$ cat config.mk
export PLATFORM = sky130hd
export DESIGN_NAME = decode_stage
export DESIGN_NICKNAME = d
export VERILOG_FILES = /design/src/rtl/decode_stage.sv
export SDC_FILE = /design/constraint.sdc
export NUM_CORES = 1
export LEC_CHECK = 0
export ABC_AREA = 1
export BUFFER_PORTS_ARGS = -buffer_cell sky130_fd_sc_hd__buf_4
export CAP_MARGIN = 40
export CORE_ASPECT_RATIO = 0.7
export CORE_MARGIN = 3
export CORE_UTILIZATION = 45
export DETAILED_ROUTE_END_ITERATION = 8
export PLACE_DENSITY_LB_ADDON = 0.1
export SYNTH_ARGS = -nofsm -noshare
export SYNTH_HDL_FRONTEND = slang
export SYNTH_SLANG_ARGS = --single-unit
$ cat constraint.sdc
create_clock -name clk -period 5.1 [get_ports clk]
set_input_delay 0.51 -clock clk [delete_from_list [all_inputs] [get_ports clk]]
set_output_delay 0.51 -clock clk [all_outputs]
set_load 0.1 [all_outputs]
$ cat src/rtl/decode_stage.sv
// decode_stage: instruction queue feeding a registered RV32I decoder with valid/ready output.
// Define RV32M_DECODE_EN to decode OP funct7=0000001 as the MULDIV class instead of ILLEGAL.
module decode_stage #(
   parameter int INST_WIDTH      = 32,
   parameter int QUEUE_DEPTH     = 4,
   parameter int STALL_THRESHOLD = 2
) (
   input  logic                  clk,
   input  logic                  reset,
   input  logic [INST_WIDTH-1:0] opcode,
   input  logic                  uop_valid_in,
   output logic                  stall_out,
   input  logic                  exec_ready,
   output logic                  dec_valid,
   output logic [INST_WIDTH-1:0] dec_inst,
   output logic [3:0]            dec_class,
   output logic [4:0]            dec_rd,
   output logic [4:0]            dec_rs1,
   output logic [4:0]            dec_rs2,
   output logic [2:0]            dec_funct3,
   output logic [31:0]           dec_imm,
   output logic                  dec_illegal,
   output logic                  q_overflow
);
   localparam int PW = $clog2(QUEUE_DEPTH);
   localparam logic [PW:0] DEPTH_C = (PW+1)'(QUEUE_DEPTH);
   localparam logic [PW:0] THR_C   = (PW+1)'(STALL_THRESHOLD);
   localparam logic [3:0] C_LUI = 4'd0, C_AUIPC = 4'd1, C_JAL = 4'd2, C_JALR = 4'd3,
                          C_BR = 4'd4, C_LD = 4'd5, C_ST = 4'd6, C_OPIMM = 4'd7, C_OP = 4'd8,
                          C_FENCE = 4'd9, C_SYS = 4'd10, C_MULDIV = 4'd11, C_ILL = 4'd15;

   logic [INST_WIDTH-1:0] mem_q [QUEUE_DEPTH];
   logic [PW-1:0]         rd_ptr_q, wr_ptr_q;
   logic [PW:0]           count_q, count_d;
   logic                  dec_valid_q, dec_valid_d, q_overflow_q;
   logic [INST_WIDTH-1:0] dec_inst_q;
   logic [3:0]            dec_class_q;
   logic [4:0]            dec_rd_q, dec_rs1_q, dec_rs2_q;
   logic [2:0]            dec_funct3_q;
   logic [31:0]           dec_imm_q;
   logic                  push, load, full, m_ok;
   logic [INST_WIDTH-1:0] h;
   logic [2:0]            f3;
   logic [6:0]            f7;
   logic [3:0]            cls;
   logic [31:0]           imm, imm_i, imm_s, imm_b, imm_u, imm_j;
   logic                  ill;

`ifdef RV32M_DECODE_EN
   assign m_ok = 1'b1;
`else
   assign m_ok = 1'b0;
`endif

   assign full        = count_q == DEPTH_C;
   assign push        = uop_valid_in && !full;
   assign load        = count_q != '0 && (!dec_valid_q || exec_ready);
   assign count_d     = count_q + (PW+1)'(push) - (PW+1)'(load);
   assign dec_valid_d = load || (dec_valid_q && !exec_ready);
   assign stall_out   = (DEPTH_C - count_q) <= THR_C;

   assign h     = mem_q[rd_ptr_q];
   assign f3    = h[14:12];
   assign f7    = h[31:25];
   assign imm_i = {{20{h[31]}}, h[31:20]};
   assign imm_s = {{20{h[31]}}, h[31:25], h[11:7]};
   assign imm_b = {{19{h[31]}}, h[31], h[7], h[30:25], h[11:8], 1'b0};
   assign imm_u = {h[31:12], 12'b0};
   assign imm_j = {{11{h[31]}}, h[31], h[19:12], h[20], h[30:21], 1'b0};

   // Unlisted opcodes, including any with inst[1:0]!=11 and all-zero words, fall to ILLEGAL
   always_comb begin
      cls = C_ILL;
      imm = '0;
      case (h[6:0])
         7'b0110111: begin cls = C_LUI; imm = imm_u; end
         7'b0010111: begin cls = C_AUIPC; imm = imm_u; end
         7'b1101111: begin cls = C_JAL; imm = imm_j; end
         7'b1100111: begin cls = f3 == 3'b000 ? C_JALR : C_ILL; imm = imm_i; end
         7'b1100011: begin cls = f3[2:1] == 2'b01 ? C_ILL : C_BR; imm = imm_b; end
         7'b0000011: begin cls = (f3 == 3'b011 || f3[2:1] == 2'b11) ? C_ILL : C_LD; imm = imm_i; end
         7'b0100011: begin cls = f3 < 3'b011 ? C_ST : C_ILL; imm = imm_s; end
         7'b0010011: begin
            cls = ((f3 == 3'b001 && f7 != 7'b0) ||
                   (f3 == 3'b101 && f7 != 7'b0 && f7 != 7'b0100000)) ? C_ILL : C_OPIMM;
            imm = imm_i;
         end
         7'b0110011: cls = (f7 == 7'b0 || (f7 == 7'b0100000 && (f3 == 3'b000 || f3 == 3'b101))) ? C_OP :
                           (f7 == 7'b0000001 && m_ok) ? C_MULDIV : C_ILL;
         7'b0001111: begin cls = C_FENCE; imm = imm_i; end
         7'b1110011: begin cls = C_SYS; imm = imm_i; end
         default: ;
      endcase
   end

   assign ill = cls == C_ILL;

   always_ff @(posedge clk)
      if (push) mem_q[wr_ptr_q] <= opcode;

   always_ff @(posedge clk) begin
      if (reset) begin
         count_q      <= '0;
         rd_ptr_q     <= '0;
         wr_ptr_q     <= '0;
         dec_valid_q  <= 1'b0;
         q_overflow_q <= 1'b0;
         dec_inst_q   <= '0;
         dec_class_q  <= '0;
         dec_rd_q     <= '0;
         dec_rs1_q    <= '0;
         dec_rs2_q    <= '0;
         dec_funct3_q <= '0;
         dec_imm_q    <= '0;
      end else begin
         count_q      <= count_d;
         rd_ptr_q     <= rd_ptr_q + PW'(load);
         wr_ptr_q     <= wr_ptr_q + PW'(push);
         dec_valid_q  <= dec_valid_d;
         q_overflow_q <= q_overflow_q || (uop_valid_in && full);
         if (load) begin
            dec_inst_q   <= h;
            dec_class_q  <= cls;
            dec_rd_q     <= ill ? 5'd0 : h[11:7];
            dec_rs1_q    <= ill ? 5'd0 : h[19:15];
            dec_rs2_q    <= ill ? 5'd0 : h[24:20];
            dec_funct3_q <= f3;
            dec_imm_q    <= ill ? 32'd0 : imm;
         end
      end
   end

   assign dec_valid   = dec_valid_q;
   assign dec_inst    = dec_inst_q;
   assign dec_class   = dec_class_q;
   assign dec_rd      = dec_rd_q;
   assign dec_rs1     = dec_rs1_q;
   assign dec_rs2     = dec_rs2_q;
   assign dec_funct3  = dec_funct3_q;
   assign dec_imm     = dec_imm_q;
   assign dec_illegal = dec_class_q == C_ILL;
   assign q_overflow  = q_overflow_q;
endmodule
==> flow_metrics.py, run 1 <==
metrics = {
    "worst_setup_path": {
        "r2r_end": "dec_imm[13]",
        "path_cells": "buf_4, nand2_1, nand2_1, nand2_1, nand2_1, nand2_2, nor2_1, nand2_1, nand2_1, nor2_1, a21oi_2, nand2_1, nand2_2, buf_12, nand3_1, a21oi_1",
        "crit_fanout": 67,
        "required_ns": 5.54,
        "slowest_delay_ns": 0.56,
        "critPathLaunchType": "register",
        "worst_setup_path_end_kind": "register",
        "regToRegSetupSlack_ns": 1.67,
        "r2r-start": "rd_ptr_q[0]",
        "cp_slowest_cell": "buf_4",
        "path_class": "reg2reg",
        "cp_common_cell": "nand2_1",
        "rr_worst_depth": 16,
        "cp.arrival_ns": 3.87,
    },
    "synthesis": {
        "synth_cell_types": 33,
        "ys_seq_area_frac": 0.6176,
        "syn_inst": 991,
        "syn-num-nets": 1036,
        "synth_top_cell_area_share": 0.4175,
        "synthAdderAreaFrac": 0.01305,
        "synth_edf_count": 128,
        "synth-main-ff-cell": "edfxtp_1",
        "synthTopCellsByArea": "edfxtp_1 (42%), dfxtp_1 (20%), nand2_1 (13%)",
        "syn_area_per_cell_um2": 9.290,
        "ys_seq_elements": 220,
        "synth_simple_gate_area_frac": 0.2287,
        "synth_area_leader_cell": "edfxtp_1",
        "synth_area_um2": 9206,
        "synth_mux_area_frac": 0,
        "synth_xor_area_frac": 0.002854,
        "synth_compound_area_frac": 0.07719,
        "synth_warnings": 0,
        "synth_top_family_by_area": "simple AND/OR/NAND/NOR gates",
        "async_reset_ff_frac": 0,
    },
    "route": {
        "firstDrtPassIters": 7,
        "routed_wl_um": 23230,
        "wl_per_cell_um": 16.83,
        "drc": 0,
        "ant_nets": 0,
        "vias_per_cell": 5.133,
        "drt_first_iter_violations": 561,
        "vias": 7083,
    },
    "timing": {
        "fin_crit_sh": 0.6725,
        "period_minus_slack_ns": 3.430,
        "setup_viol": 0,
        "relSlewSlack": 0.4305,
        "fmax_mhz": 291.6,
        "slew_viol_final": 0,
        "setup_ws_ns": 1.670,
        "rsz0062_at_grt": "no",
        "finalSetupTns_ns": 0,
        "finalHoldViolCount": 0,
        "skew_ns": 0.01075,
        "hold_ws_ns": 0.1979,
        "tightestPinTransition_ns": 0.8543,
    },
    "floorplanning": {
        "die_h_um": 125.7,
        "fp.dieW_um": 177.0,
        "rows": 43,
        "die_area_um2": 22240,
        "coreArea_um2": 19960,
        "io_pins": 126,
        "start_util": 0.4612,
    },
    "worst_hold_path": {
        "hold_depth": 1,
        "hold_end": "mem_q[3][4]",
        "hp-start": "opcode[4]",
        "hold_class": "in2reg",
    },
    "layout": {
        "nets": 1139,
        "diodes": 0,
        "drive_above_1_share": 0.1775,
        "syn_to_final_growth_pct": 19.91,
        "instances_no_fill": 1380,
    },
    "cts": {
        "cts_tree": "done",
        "clock-sinks": 220,
        "clkTransAtPathRegs_ns": 0.06,
        "cts_hold_buf": 0,
        "cts_buffer_depth": 3,
        "cts_setup_buffers": 0,
        "htreeDepth": 1,
        "numCtsBuffers": 22,
        "insertion_delay_ns": 0.51,
        "cts_resized": 0,
        "cts_root_buffer": "clkbuf_16",
    },
    "global_routing": {
        "gr-total-overflow": 0,
        "antenna_found_initial": 0,
        "grt_pass1_vias": 6295,
        "grt_pass1_wl_um": 36040,
        "track_usage": 0.2068,
        "grt_max_degree": 80,
    },
    "placed_design": {
        "pre_cts_ws_ns": 1.752,
        "place_hpwl_um": 15520,
        "dp_cells": 1340,
        "port_buffers": 125,
        "gp_congestion": 0.9096,
    },
    "job": {
        "max-cap-violations": 0,
    },
    "outcome": {
        "status": "completed",
    },
    "power_and_ir_drop": {
        "finalPower_uw": 7678,
        "leakage_uw": 0.004503,
        "max-vdd-ir-drop_uv": 273.6,
        "pwr_density_cell_nw_per_um2": 695.5,
    },
}
==> per-stage QoR <==
stage	utilization	instance area [um2]
2_1_floorplan	-	9206
3_3_place_gp	0.5158	10290
5_1_grt	0.5531	11040
6_report	0.5531	11040
3_5_place_dp	0.5158	10290
4_1_cts	0.5531	11040
==> worst max path at each step <==
stage	startpoint	to	cells after the start
finish	rd_ptr_q[0]	dec_imm[13]	16
global route	rd_ptr_q[0]	dec_imm[5]	16
CTS	rd_ptr_q[0]	dec_imm[13]	16
detailed placement	rd_ptr_q[0]	dec_imm[13]	16
global placement	rd_ptr_q[0]	dec_imm[13]	16
floorplan	count_q[1]	mem_q[0][0]	6
==> metal layers <==
layer | global-route usage | vias up | share of wire
met3 | 0.03074 | 27 | 0.077
li1 | - | 3506 | -
met5 | 0 | - | 0
met2 | 0.2787 | 253 | 0.39
met1 | 0.3459 | 3297 | 0.51
met4 | 0.04801 | 0 | 0.018
==> synth_stat cells (all sizes together) (2+ instances only) <==
library cell	number
nand4	3
nor2	59
edfxtp	128
nor3	5
a32o	6
o22ai	2
dfxtp	92
nand2	331
buf	31
xnor2	2
clkbuf	27
o21ai	32
ha	8
a21oi	92
nand3	106
inv	61
==> registers in the layout (all words and copies together) (netlist names) <==
name and count:
mem_q 128, dec_imm 32, dec_inst 32, dec_rd 5, dec_rs1 5, dec_rs2 5
dec_class 4, count_q 3, rd_ptr_q 2, wr_ptr_q 2, dec_valid 1, q_overflow 1
==> power breakdown <==
part           internal [uW]  switching, uW
Clock                   1000            662
Combinational            756           2920
Sequential              2190            149
==> critical path, delay by kind of cell, from the launching register on <==
kind | cells | cell delay (ns)
buf+inv | 2 | 0.79
flops | 1 | 0.33
simple gates | 12 | 1.92
compound gates | 2 | 0.30
==> area by class of cell <==
class                   count  area (um2)
fillers                  1796        8921
flip-flops and latches    220        5687
multi-input cells         651        2994
repair buffers            137        1041
clock buffers              33       623.1
well taps                 270       337.8
inverters                  62       235.2
clock inverters             7       121.4
==> layout by cell type, fill, tap and decap left out, types with 2 or more instances in the layout <==
cell / instances
a21oi_1: 90
a32o_1: 6
buf_4: 136
bufinv_16: 3
clkbuf_1: 9
clkbuf_16: 23
clkinv_2: 3
dfxtp_1: 91
edfxtp_1: 128
ha_1: 8
inv_1: 55
inv_2: 5
nand2_1: 322
nand2_2: 7
nand2_4: 2
nand3_1: 104
nand3_2: 2
nand4_1: 3
nor2_1: 54
nor2_2: 4
nor3_2: 4
o21ai_0: 32
o22ai_1: 2
xnor2_1: 2
==> cell families after synthesis <==
family,count (synthesis)
AND/OR/NAND/NOR,505
flip-flops,220
AO/OA/AOI/OAI,134
buffers and inverters,120
adder cells (fa/ha/maj),9
XOR/XNOR,3
Note: power is estimated with default switching activity, not from simulation.
==> run 2, diff against run 1 <==
- clock period: 5.1 -> 2.9 ns (I/O delays scaled with it)
==> run 2 against run 1 <==
Against the previous run:
- sequential power up 76%
- critical endpoint is now dec_imm[31]
- wire length up 3.3%
- register-to-register slack worse by 1.4 ns
- clock skew up 0.0011 ns
- power up 79%
- combinational power up 84%
==> flow_metrics.py, run 2 (synthesis gave the netlist of run 1 again) <==
metrics = {
    "worst_setup_path": {
        "r2r-start": "rd_ptr_q[0]",
        "worst_setup_path_end_kind": "register",
        "cp.arrival_ns": 3.03,
        "critPathLaunchType": "register",
        "startpoint": "rd_ptr_q[0]",
        "crit_fanout": 67,
        "path_class": "reg2reg",
        "required_ns": 3.32,
    },
    "layout": {
        "layout_common_cells": "nand2_1 (321), buf_4 (146), edfxtp_1 (128)",
        "drive_above_1_share": 0.1863,
        "instances_no_fill": 1424,
        "nets": 1186,
        "largest_reg_flops": 128,
        "final_common_cell": "nand2_1",
        "syn_to_final_growth_pct": 25.05,
        "diodes": 0,
        "regMostFlops": "mem_q",
        "fillCellCount": 1768,
    },
    "route": {
        "drt_first_iter_violations": 634,
        "vias_per_cell": 5.100,
        "wl_per_cell_um": 16.84,
        "routed_wl_um": 23990,
        "vias": 7263,
        "ant_nets": 0,
        "firstDrtPassIters": 5,
        "drc": 0,
    },
    "global_routing": {
        "antenna_found_initial": 0,
        "track_usage": 0.2141,
        "grt_max_degree": 79,
        "grt_pass1_wl_um": 37470,
        "grt_pass1_vias": 6637,
        "gr-total-overflow": 0,
    },
    "placed_design": {
        "dp_cells": 1354,
        "place_hpwl_um": 16060,
        "port_buffers": 125,
        "gp_congestion": 0.8669,
    },
    "timing": {
        "slew_viol_final": 0,
        "tightestPinTransition_ns": 0.8290,
        "fmax_mhz": 383.4,
        "finalHoldViolCount": 0,
        "relSlewSlack": 0.4473,
        "fin_crit_sh": 0.8994,
        "hold_ws_ns": 0.03871,
        "period_minus_slack_ns": 2.608,
        "setup_viol": 0,
        "skew_ns": 0.01185,
        "rsz0062_at_grt": "no",
    },
    "cts": {
        "numCtsBuffers": 23,
        "htreeDepth": 1,
        "clkTransAtPathRegs_ns": 0.06,
        "cts_buffer_depth": 3,
        "insertion_delay_ns": 0.50,
        "cts_setup_buffers": 0,
        "cts_tree": "done",
        "clock-sinks": 220,
        "cts_root_buffer": "clkbuf_16",
    },
    "floorplanning": {
        "fp.dieW_um": 177.0,
        "io_pins": 126,
        "coreArea_um2": 19960,
        "start_util": 0.4612,
        "die_h_um": 125.7,
        "die_area_um2": 22240,
        "rows": 43,
    },
    "power_and_ir_drop": {
        "leakage_uw": 0.004724,
        "max-vdd-ir-drop_uv": 468.2,
        "pwr_density_cell_nw_per_um2": 1195,
    },
    "worst_hold_path": {
        "hold_class": "in2reg",
        "hp-start": "uop_valid_in",
    },
    "outcome": {
        "status": "completed",
    },
    "job": {
        "max-cap-violations": 0,
    },
}
==> run 2: changes by cell type in the layout (fill, tap and decap cells not counted), sizes merged <==
cell	delta
buf	+14
bufinv	-1
clkinv	-1
dlygate4sd3	+32
==> run 2: stage by stage <==
stage / cell area [um2] / TNS, ns / total power [uW] / util / setup WS, ns
2_1_floorplan: 9206 / -104.50 / 9187 / - / -0.8165
3_3_place_gp: 10450 / 0 / 10820 / 0.5235 / 0.3001
3_5_place_dp: 10450 / 0 / 10850 / 0.5235 / 0.2680
4_1_cts: 11510 / 0 / 13800 / 0.5766 / 0.2611
5_1_grt: 11510 / 0 / 14470 / 0.5768 / 0.0001736
6_report: 11510 / 0 / 13760 / 0.5768 / 0.2918
==> run 2: worst paths after layout <==
path	end	slack (ns)	depth (start not counted)
worst min register to register	dec_inst[8]	0.47	2
worst max-delay path	dec_imm[31]	0.29	16
worst max register to register	dec_imm[31]	0.29	16
worst min-delay path	q_overflow	0.04	3
==> run 2: report_power, final <==
group	switching [uW]	leakage (uW)	internal, uW
sequential	264	0.00192	3860
combinational	5200	0.00243	1540
clock	1150	0.000365	1750
total	6610	0.00472	7140
==> run 2: cell type report <==
| class | count | area, um2 | share of cell area |
|---|---|---|---|
| clock buffer | 33 | 663.1 | 0.05760 |
| clock inverter | 5 | 75.07 | 0.006521 |
| inverter | 62 | 235.2 | 0.02043 |
| multi-input combinational | 651 | 2997 | 0.2603 |
| sequential | 220 | 5688 | 0.4941 |
| tap | 270 | 337.8 | 0.02934 |
| timing repair buffer | 183 | 1516 | 0.1317 |
==> run 2: repair_timing <==
item	4_1_cts	5_1_grt
endpoints found under the setup margin	0	2
hold endpoints to repair	122	0
gates resized for setup	0	2
hold buffers	32	0
==> run 2: worst max-delay path, stage by stage (launching register included) <==
cell     delay, ns
dfxtp_2       0.36
buf_12        0.30
nand2_1       0.12
nand2_1       0.09
nand2_1       0.05
nand2_1       0.13
nand2_1       0.08
nor2_2        0.20
nand2_2       0.11
nand2_4       0.13
inv_2         0.05
a21oi_2       0.15
nand2_1       0.08
nand2_2       0.25
buf_12        0.19
nand3_1       0.08
a21oi_1       0.14
==> run 2: layer usage <==
| metal | global-route usage | vias up | wire [um] |
|---|---|---|---|
| met4 | 0.04247 | 0 | 407 |
| met1 | 0.3509 | 3407 | 12310 |
| li1 | - | 3601 | - |
| met3 | 0.03074 | 31 | 1473 |
| met2 | 0.3007 | 224 | 9797 |
| met5 | 0 | - | 0 |
==> run 3, diff against run 2 <==
- ABC_AREA: 1 -> unset
- CORE_MARGIN: 3 -> unset
==> run 3 against run 2 <==
Against the previous run:
- the flow now finishes with violations (setup timing)
- clock-buffer cell count down 1
- combinational power up 1%
- synthesized cell count down 35%
- clock power down 6%
- largest power group unchanged
- worst setup slack worse by 0.44 ns
- non-clock buffer count up 76
- largest cell class unchanged
- critical path depth down 4
- die area down 12%
- synthesized area down 7.1%
- core utilization up 6.6 points
- worst hold slack worse by 0.011 ns
==> flow_metrics.py, run 3 <==
metrics = {
    "outcome": {
        "status": "finished with violations",
        "violations": "setup timing",
    },
    "placed_design": {
        "port_buffers": 125,
        "place_hpwl_um": 16180,
        "postPlaceCellArea_um2": 10310,
        "gp_congestion": 0.8689,
    },
    "timing": {
        "setup_viol": 32,
        "rsz0062_at_grt": "yes",
        "relSlewSlack": 0.5356,
        "fmax_mhz": 328.4,
        "finalSetupTns_ns": -2.316,
        "setup_ws_ns": -0.1452,
        "hold_ws_ns": 0.02781,
        "slew_viol_final": 0,
        "tightestPinTransition_ns": 0.6967,
        "fin_crit_sh": 1.050,
        "finalHoldViolCount": 0,
        "period_minus_slack_ns": 3.045,
        "skew_ns": 0.01294,
    },
    "power_and_ir_drop": {
        "leakage_uw": 0.004479,
        "switching_share": 0.4381,
        "switchingPower_uw": 5950,
        "clkPwrFrac": 0.200,
        "max-vdd-ir-drop_uv": 571.6,
        "pwr_density_cell_nw_per_um2": 1154,
        "pwr-share-comb": 0.501,
        "intPower_uw": 7630,
        "seqPwrFrac": 0.299,
        "finalPower_uw": 13580,
    },
    "floorplanning": {
        "coreArea_um2": 18310,
        "io_pins": 126,
        "fp.dieW_um": 166.8,
        "rows": 41,
        "start_util": 0.4672,
        "die_h_um": 117.4,
        "die_area_um2": 19580,
    },
    "worst_setup_path": {
        "required_ns": 3.34,
        "rr_worst_depth": 12,
        "cp.arrival_ns": 3.49,
        "crit_fanout": 6,
        "r2r_end": "dec_imm[10]",
        "cp_slowest_cell": "mux4_2",
        "critPathLaunchType": "register",
        "r2r-start": "rd_ptr_q[0]",
        "cp_common_cell": "buf_8",
        "worst_setup_path_end_kind": "register",
        "path_class": "reg2reg",
        "regToRegSetupSlack_ns": -0.15,
        "slowest_delay_ns": 0.57,
        "path_cells": "buf_12, buf_8, mux4_2, nor2_4, o2111ai_2, nand4_1, nand3_2, or4_4, a211oi_4, buf_6, buf_8, a32o_1",
    },
    "route": {
        "routed_wl_um": 23710,
        "wl_per_cell_um": 20.78,
        "vias": 6202,
        "ant_nets": 0,
        "drt_first_iter_violations": 491,
        "drc": 0,
        "vias_per_cell": 5.436,
        "firstDrtPassIters": 5,
    },
    "global_routing": {
        "grt_pass1_vias": 6096,
        "gr-usage-met2": 0.3550,
        "antenna_found_initial": 0,
        "gr-total-overflow": 0,
        "met3_usage": 0.03915,
        "grt_pass1_wl_um": 35640,
        "grt_max_degree": 61,
        "grt_util_met1": 0.3659,
        "track_usage": 0.2393,
        "top_usage_layer": "met1",
    },
    "synthesis": {
        "synthTopCellsByArea": "edfxtp_1 (45%), dfxtp_1 (22%), mux4_2 (8.4%)",
        "synth_warnings": 0,
        "async_reset_ff_frac": 0,
        "synth-main-ff-cell": "edfxtp_1",
        "synth_area_um2": 8556,
        "synth_area_leader_cell": "edfxtp_1",
        "ys_seq_area_frac": 0.6645,
        "synth_top_cell_area_share": 0.4493,
        "ys_seq_elements": 220,
        "synth_edf_count": 128,
        "synth_cell_types": 57,
        "syn-num-nets": 694,
        "syn_inst": 649,
        "syn_area_per_cell_um2": 13.18,
        "synth_common_cells": "edfxtp_1 (128), nand2_1 (104), dfxtp_1 (92)",
        "yosysMostFrequentCell": "edfxtp_1",
    },
    "layout": {
        "final_common_cell": "buf_4",
        "layout_common_cells": "buf_4 (201), edfxtp_1 (128), nand2_1 (101)",
        "design_area_um2": 11770,
        "regMostFlops": "mem_q",
        "largest_reg_flops": 128,
        "syn_to_final_growth_pct": 37.53,
        "fillCellCount": 1459,
        "nets": 934,
        "diodes": 0,
        "drive_above_1_share": 0.3547,
    },
    "cts": {
        "clock-sinks": 220,
        "insertion_delay_ns": 0.50,
        "numCtsBuffers": 22,
        "cts_root_buffer": "clkbuf_16",
        "htreeDepth": 1,
        "clkTransAtPathRegs_ns": 0.07,
        "cts_tree": "done",
        "cts_buffer_depth": 3,
    },
    "worst_hold_path": {
        "hold_depth": 3,
        "hold_class": "in2reg",
        "hp-start": "uop_valid_in",
        "hold_end": "q_overflow",
    },
    "job": {
        "max-cap-violations": 0,
    },
}
-- run 3: changes by cell type in the layout (fill, tap and decap cells not counted), moves of 27 or more --
cell,previous run,this run
nand2_1,321,101
nand3_1,104,4
buf_4,146,201
inv_1,55,10
mux4_2,0,32
a21oi_1,90,62
nor2_1,54,27
-- run 3: final cells by class --
class | instances | area (um2) | share of cell area
clock buffer | 32 | 618.1 | 0.05253
inverter | 10 | 37.54 | 0.003190
sequential | 220 | 5690 | 0.4836
timing repair buffer | 259 | 2235 | 0.1899
multi-input combinational | 376 | 2816 | 0.2394
tap | 236 | 295.3 | 0.02510
clock inverter | 8 | 73.82 | 0.006274
-- run 3: stage by stage --
stage               cells    util  setup WS [ns]
finish               1141  0.6425        -0.1452
detailed placement   1048  0.5630        -0.2026
floorplan             649       -       0.002444
global route         1141  0.6425        -0.2248
CTS                  1126  0.6229        -0.1173
global placement     1046  0.5606        -0.5158
-- run 3: layer usage --
layer  routed length [um]  up-vias
met5                    0        -
met1                11520     3077
met4                  421        0
met2                10450      210
met3                 1317       33
li1                     -     2882
-- run 3: critical path, delay by kind of cell (launching register included) --
kind | cells | cell delay [ns]
multiplexers | 1 | 0.57
AO/OA/AOI/OAI | 3 | 0.57
AND/OR/NAND/NOR | 4 | 0.91
buffers and inverters | 4 | 0.55
flip-flops | 1 | 0.37
-- run 3: kinds of logic after synthesis --
family                   after synthesis  share of synthesized area
flip-flops                           220                     0.6645
XOR/XNOR                               6                   0.006142
AND/OR/NAND/NOR                      186                    0.09579
buffers and inverters                 54                    0.02910
AO/OA/AOI/OAI                        141                     0.1050
multiplexers                          33                    0.08540
adder cells (fa/ha/maj)                9                    0.01404
-- run 3: worst max-delay path by stage --
stage | from | end | slack (ns) | depth (start not counted)
final | rd_ptr_q[0] | dec_imm[10] | -0.15 | 12
after floorplan | rd_ptr_q[0] | dec_rd[0] | 0.002 | 11
after CTS | rd_ptr_q[0] | dec_imm[10] | -0.12 | 10
after detailed placement | rd_ptr_q[0] | dec_imm[10] | -0.20 | 10
after global routing | rd_ptr_q[0] | dec_imm[10] | -0.22 | 12
after global placement | rd_ptr_q[0] | dec_imm[7] | -0.52 | 9
-- run 3: what timing repair did --
item	4_1_cts	5_1_grt
endpoints found under the hold margin	128	0
pin swaps	2	13
hold buffers	32	0
gates cloned	1	4
setup endpoints to repair	44	47
buffers inserted	5	11
resized for setup	13	41
-- run 3: power groups by stage --
stage / clock network [uW] / registers (uW) / logic (uW)
floorplan: 0 / 5900 / 2410
CTS: 2760 / 4050 / 6430
finish: 2720 / 4060 / 6810
global route: 2900 / 4110 / 7150
detailed placement: 0 / 4110 / 6280
global placement: 0 / 4090 / 6220
